[src/rtl/core_defs.sv]
// Shared core types: decode packet layout and fetch FSM encoding.
`define RESET_PC_DEFAULT 32'h80000000

package core_defs;

  typedef struct packed {
    logic [31:0] instr;
    logic [31:0] pc;
    logic [31:0] npc;
  } fd_interface_t;

  typedef enum logic [1:0] {
    S_REQ  = 2'd0,
    S_WAIT = 2'd1,
    S_DROP = 2'd2,
    S_HALT = 2'd3
  } fetch_state_e;

endpackage

[src/rtl/core_fetch.sv]
// RV32 instruction fetch: one outstanding imem read, single output register
// toward decode, redirect handling and misaligned/bus-error fault packets.
module core_fetch
  import core_defs::*;
#(
  parameter logic [31:0] RESET_PC = `RESET_PC_DEFAULT
) (
  input  logic          clk,
  input  logic          rst,
  input  logic          redirect_valid,
  input  logic [31:0]   redirect_pc,
  output logic          imem_req_valid,
  input  logic          imem_req_ready,
  output logic [31:0]   imem_req_addr,
  input  logic          imem_rsp_valid,
  input  logic [31:0]   imem_rsp_data,
  input  logic          imem_rsp_err,
  output logic          fd_valid,
  input  logic          fd_ready,
  output fd_interface_t fd_out,
  output logic          fd_fault,
  output logic          fd_fault_misaligned
);

  fetch_state_e  state;
  fetch_state_e  state_next;
  logic [31:0]   pc;
  logic [31:0]   pc_next;
  logic [31:0]   pc_plus4;
  logic          fd_valid_next;
  fd_interface_t fd_out_next;
  logic          fault_next;
  logic          misaligned_next;
  logic          out_free;
  logic          req_fire;
  logic          outstanding;

  assign pc_plus4       = pc + 32'd4;
  assign out_free       = !fd_valid || fd_ready;
  assign imem_req_valid = !rst && !redirect_valid && (state == S_REQ) &&
                          (pc[1:0] == 2'b00) && out_free;
  assign imem_req_addr  = pc;
  assign req_fire       = imem_req_valid && imem_req_ready;
  assign outstanding    = (state == S_WAIT) || (state == S_DROP) || req_fire;

  // Next-state, next-PC and output-register update
  always_comb begin
    state_next      = state;
    pc_next         = pc;
    fd_valid_next   = fd_valid && !fd_ready;
    fd_out_next     = fd_out;
    fault_next      = fd_fault;
    misaligned_next = fd_fault_misaligned;

    case (state)
      S_REQ: begin
        if (pc[1:0] != 2'b00) begin
          // A held packet must stay stable, so the fault waits for a free slot
          if (out_free) begin
            fd_valid_next   = 1'b1;
            fd_out_next     = '{instr: 32'h0, pc: pc, npc: pc_plus4};
            fault_next      = 1'b1;
            misaligned_next = 1'b1;
            state_next      = S_HALT;
          end else begin
            state_next = S_REQ;
          end
        end else if (req_fire) begin
          state_next = S_WAIT;
        end else begin
          state_next = S_REQ;
        end
      end
      S_WAIT: begin
        if (imem_rsp_valid) begin
          fd_valid_next   = 1'b1;
          fd_out_next     = '{instr: (imem_rsp_err ? 32'h0 : imem_rsp_data),
                              pc: pc, npc: pc_plus4};
          fault_next      = imem_rsp_err;
          misaligned_next = 1'b0;
          if (imem_rsp_err) begin
            state_next = S_HALT;
          end else begin
            pc_next    = pc_plus4;
            state_next = S_REQ;
          end
        end else begin
          state_next = S_WAIT;
        end
      end
      S_DROP: begin
        if (imem_rsp_valid) begin
          state_next = S_REQ;
        end else begin
          state_next = S_DROP;
        end
      end
      S_HALT: begin
        state_next = S_HALT;
      end
      default: begin
        state_next = S_REQ;
      end
    endcase

    // Redirect discards any pending packet and any in-flight response
    if (redirect_valid) begin
      pc_next       = redirect_pc;
      fd_valid_next = 1'b0;
      if (outstanding && !imem_rsp_valid) begin
        state_next = S_DROP;
      end else begin
        state_next = S_REQ;
      end
    end else begin
      pc_next = pc_next;
    end
  end

  // State and output registers
  always_ff @(posedge clk) begin
    if (rst) begin
      state               <= S_REQ;
      pc                  <= RESET_PC;
      fd_valid            <= 1'b0;
      fd_out              <= '0;
      fd_fault            <= 1'b0;
      fd_fault_misaligned <= 1'b0;
    end else begin
      state               <= state_next;
      pc                  <= pc_next;
      fd_valid            <= fd_valid_next;
      fd_out              <= fd_out_next;
      fd_fault            <= fault_next;
      fd_fault_misaligned <= misaligned_next;
    end
  end

endmodule

[config.mk]
export PLATFORM = sky130hd
export DESIGN_NAME = core_fetch
export DESIGN_NICKNAME = d
export VERILOG_FILES = /design/src/rtl/core_defs.sv /design/src/rtl/core_fetch.sv
export SDC_FILE = /design/constraint.sdc
export NUM_CORES = 1
export LEC_CHECK = 0
export ABC_AREA = 1
export ABC_CLOCK_PERIOD_IN_PS = 3500
export CORE_MARGIN = 3
export CORE_UTILIZATION = 40
export DETAILED_ROUTE_END_ITERATION = 7
export PLACE_DENSITY = 0.79
export SLEW_MARGIN = 20
export SYNTH_ARGS = -nofsm -noshare
export SYNTH_HDL_FRONTEND = slang
export SYNTH_SLANG_ARGS = --single-unit
[constraint.sdc]
create_clock -name clk -period 3.5 [get_ports clk]
set_input_delay 0.525 -clock clk [delete_from_list [all_inputs] [get_ports clk]]
set_output_delay 0.525 -clock clk [all_outputs]
set_load 0.02 [all_outputs]
After elaboration in Yosys (flattened, before gate mapping)
Index checks and enable logic that the tools add are counted.
- input port bits: 71
- word-level logic and storage cells: 68
- register bits: 133
- equality and inequality tests: 7
- add/sub/neg operators: 1
- mux-type cells: 28
- reduce and logical (&&, ||, !) cells: 24
- operator list (cell ; count):
    96-bit two-way mux ; 3
    96-bit one-hot mux with 2 select lines ; 1
    32-bit two-way mux ; 5
    32-bit by 3-bit adder with 32-bit output, second input constant ; 1
    2-bit two-way mux ; 7
    1-bit two-way mux ; 8
    2-bit one-hot mux with 4 select lines ; 1
    2-bit nonzero test ; 4
    1-bit logical AND ; 7
    2-bit != test, second input constant ; 3
    1-bit one-hot mux with 2 select lines ; 3
    1-bit logical NOT ; 5
    2-bit equality test, second input constant ; 2
    2-bit logical NOT ; 2
    4-bit AND reduction ; 1
    1-bit logical OR ; 3
    3-bit AND reduction ; 1
    2-bit by 1-bit equality test with 1-bit output, second input constant ; 1
    2-bit by 1-bit != test with 1-bit output, second input constant ; 1
    2-bit OR reduction ; 1

Longest topological paths before layout
- depth after elaboration: 10
- depth in mapped cells: 12
- gate-level depth less buffers: 11

Worst setup path after synthesis
OpenSTA, ideal clock, no wires.
- kind: in2out
- from: in rst
- to: out imem_req_valid
- setup slack: 1.599 ns
- stages on the path: 6
- path buffers: 1
- required time: 2.975 ns
- arrival time: 1.376 ns
- cells stage by stage: buf_2 inv_1 nand2_1 nor2_1 inv_1 nor3_2
- word-level cells in the longest chain between the ends: 5
- ends and longest elaborated chain (what ; line ; text):
    start: declaration ; core_fetch.sv:9 ; input logic rst,
    1-bit logical NOT ; core_fetch.sv:40 ; assign imem_req_valid = !rst && !redirect_valid && (state == S_REQ) &&
    1-bit logical AND (3 in series) ; core_fetch.sv:40 ;
    1-bit logical AND ; core_fetch.sv:41 ; (pc[1:0] == 2'b00) && out_free;
    end: declaration ; core_fetch.sv:12 ; output logic imem_req_valid,
Every way passes these cells.

Final worst setup path
- from: in redirect_valid
- to: out imem_req_valid
- word-level cells in the longest chain between the ends: 5
- ends and longest elaborated chain (what ; line ; text):
    start: declaration ; core_fetch.sv:10 ; input logic redirect_valid,
    1-bit logical NOT ; core_fetch.sv:40 ;
    1-bit logical AND (3 in series) ; core_fetch.sv:40 ;
    1-bit logical AND ; core_fetch.sv:41 ;
Every way passes these cells.

==> out/results.tsv <==
metric	value	unit
status	completed	
critical_path_buf_inv_count	4	
die_area	0.01672	mm2
synth_seq_cells	131	
finalSetupViolations	0	
cp.required	2.97	ns
hold_viol	0	
p_leak	3.424	nW
final_util	57.75	%
wirelength	18740	um
clock-sinks	131	
power_per_cell_area	547.1	mW/mm2
track_usage	22.18	%
firstDrtPassIters	6	
relSlewSlack	45.39	%
pwr-share-comb	25.7	%
final_area	0.008488	mm2
ant_nets	0	
worstPathCellList	clkdlybuf4s50_1, inv_1, nand2_1, nor2_1, inv_1, nor3_2, clkdlybuf4s50_1	
drc	0	
syn-instance-count	850	
grt_pass1_vias	5645	
cts_tree	done	
max_stage_delay	0.63	ns
rsz0062_at_grt	no	
cts_resized	0	
clock_power_share	36.0	%
core	0.01470	mm2
syn_to_final_growth	39.56	%
yosysTopAreaCellShare	43.12	%
arrival	2.29	ns
synth_ff_type	dfxtp_1	
period_needed	2.817	ns
rows	44	
worstSkewPairLatency	0.43	ns
post-dp-hpwl	13210	um
max_freq	0.3550	GHz
critical_path_class	input pin to primary output	
synthTopCellsByArea	dfxtp_1 43%, nand2_1 11%, nor2_1 8.7%	
r2r-start	state[1]$_SDFF_PP0_	
grt_antenna_before_repair	0	
grt_pass1_wl	29070	um
grt_max_degree	79	
post-cts-setup-buffer-count	0	
skew	0.009258	ns
ctsHoldBuffers	0	
worst_slack	0.6830	ns
hold-path-cell-count	2	
path_max_fanout	8	
cellInternalPower	3.156	mW
r2r_cells	11	
dr.first_iter.drc_count	508	
r2r_end	fd_out[26]$_SDFFE_PP0P_	
swShare	32.04	%
min_path_type	register to register	
hold_path.startpoint	fd_out[64]$_SDFFE_PP0P_	
drive_above_1_share	6.305	%
synth-edff-count	0	
yosys.area.top_type	dfxtp_1	
nets	1080	
io_buffers	202	
n_antenna_cell	0	
hold_end	fd_out[64]$_SDFFE_PP0P_	
cts_buffers	17	
cts.clk_slew.worst_paths	0.06	ns
rrSetupSlack	1.38	ns
netlist_area	0.006082	mm2
maxCapViolations	0	
gp_congestion	0.9073	
viasPerCell	4.986	
seqPwrFrac	38.3	%
die_x	129.3	um
multi_input_area	0.002676	mm2
vias	5978	
switching_power	1.488	mW
die_h	129.3	um
avgSynthCellArea	7.155	um2
cpMaxStageDelayCell	clkdlybuf4s50_1	
worstSetupEndpointType	primary output	
cp-start-kind	input pin	
cpLargestDelayFamily	buffers and inverters	
yosysWarnings	0	
async_flop_share	0	%
regArea	0.002623	mm2
synth.distinct_cells	33	
hold_slack	0.4663	ns
grt-ovfl-total	0	
clockBufferDepth	2	
top_level_ports	203	
synth_nets	927	
initial_core_util	41.38	%
root_buffer	clkbuf_16	
fin_tns_setup	0	ns
synth-seq-area-share	43.12	%
dp_slack	0.7203	ns
place_area	0.007934	mm2
tightest_slew	0.8192	ns
final_max_slew_viol_count	0	
fill_cells	1316	
vdd.ir_drop.worst	0.0003180	V
htree_levels	4	
wire_per_inst	15.63	um
period_share	80.49	%
[layout by cell type (no fill, tap or decap), drive strengths merged, types with 2 or more instances in the layout]
cell type      netlist  layout
inv                 82      86
nor3                 2       2
clkdlybuf4s50        0     201
a21oi               54      54
o21ai               86      86
nand3               22      22
xnor2                2       2
clkbuf              21      21
ha                   6       6
clkinvlp             0       2
xor2                13      13
dfxtp              131     131
a21o                 3       3
a22oi               28      28
nor2               153     153
a31oi                7       7
nand2              177     177
clkinv               0       4
buf                 56      10
[worst reg2reg max path: stages (launching register included)]
cell and delay (ns):
dfxtp_1 0.33, inv_1 0.10, ha_1 0.22, nand2_1 0.11, o21ai_1 0.11, nand2_2 0.09
inv_2 0.43, buf_4 0.36, nor2_1 0.07, nor2_1 0.08, o21ai_0 0.09, inv_1 0.08
[layer usage]
layer / vias up / track usage, % / part of all wire (%)
li1: 2970 / - / -
met1: 2751 / 27.51 / 42
met2: 227 / 35.21 / 46
met3: 30 / 9.687 / 10
met4: 0 / 6.300 / 1.8
met5: - / 0 / 0
[area by class of cell]
| cell class | count | share of cell area [%] |
|---|---|---|
| Timing Repair Buffer | 211 | 24.71 |
| Inverter | 82 | 3.626 |
| Multi-Input combinational cell | 560 | 31.53 |
| Tap cell | 184 | 2.712 |
| Sequential cell | 131 | 30.90 |
| Clock inverter | 10 | 0.8697 |
| Clock buffer | 21 | 5.660 |
[state kept, by name, summed over array words and instances (netlist names)]
register	cells
state	2
fd_out	94
fd_valid	1
fd_fault_misaligned	1
fd_fault	1
imem_req_addr	32
[how the worst max path moves through the flow]
stage               cells past startpoint             end  slack [ns]            from
detailed placement                      7  imem_req_valid        0.72  redirect_valid
global route                            7  imem_req_valid        0.57  redirect_valid
CTS                                     7  imem_req_valid        0.72  redirect_valid
finish                                  7  imem_req_valid        0.68  redirect_valid
floorplan                               6  imem_req_valid        1.60             rst
global placement                        7  imem_req_valid        0.77  redirect_valid
[synth_stat cells (all sizes together) (2+ instances only)]
cell type	number
a31oi	7
dfxtp	131
buf	56
xnor2	2
nor3	2
a22oi	28
nand3	22
inv	82
a21o	3
a21oi	54
o21ai	86
ha	6
clkbuf	21
xor2	13
nor2	153
nand2	177
[power by group through the flow]
stage / sequential [mW] / combinational, mW / clock, mW
final: 1.78 / 1.19 / 1.67
after global routing: 1.80 / 1.30 / 1.76
after CTS: 1.78 / 1.20 / 1.70
after detailed placement: 1.81 / 1.19 / 0
after global placement: 1.81 / 1.17 / 0
after floorplan: 1.97 / 0.518 / 0
[through the flow]
step | total power [mW] | instances
floorplan | 2.486 | 850
global placement | 2.981 | 1168
detailed placement | 2.995 | 1168
CTS | 4.675 | 1199
global route | 4.856 | 1199
finish | 4.644 | 1199
[logic make-up after synthesis]
group	count (synthesis)	synth area share, %
AND/OR/NAND/NOR	356	23.88
adder cells (fa/ha/maj)	6	1.234
XOR/XNOR	15	2.160
AO/OA/AOI/OAI	183	16.68
flip-flops	131	43.12
buffers and inverters	159	12.92
(Power assumes the default switching activity.)
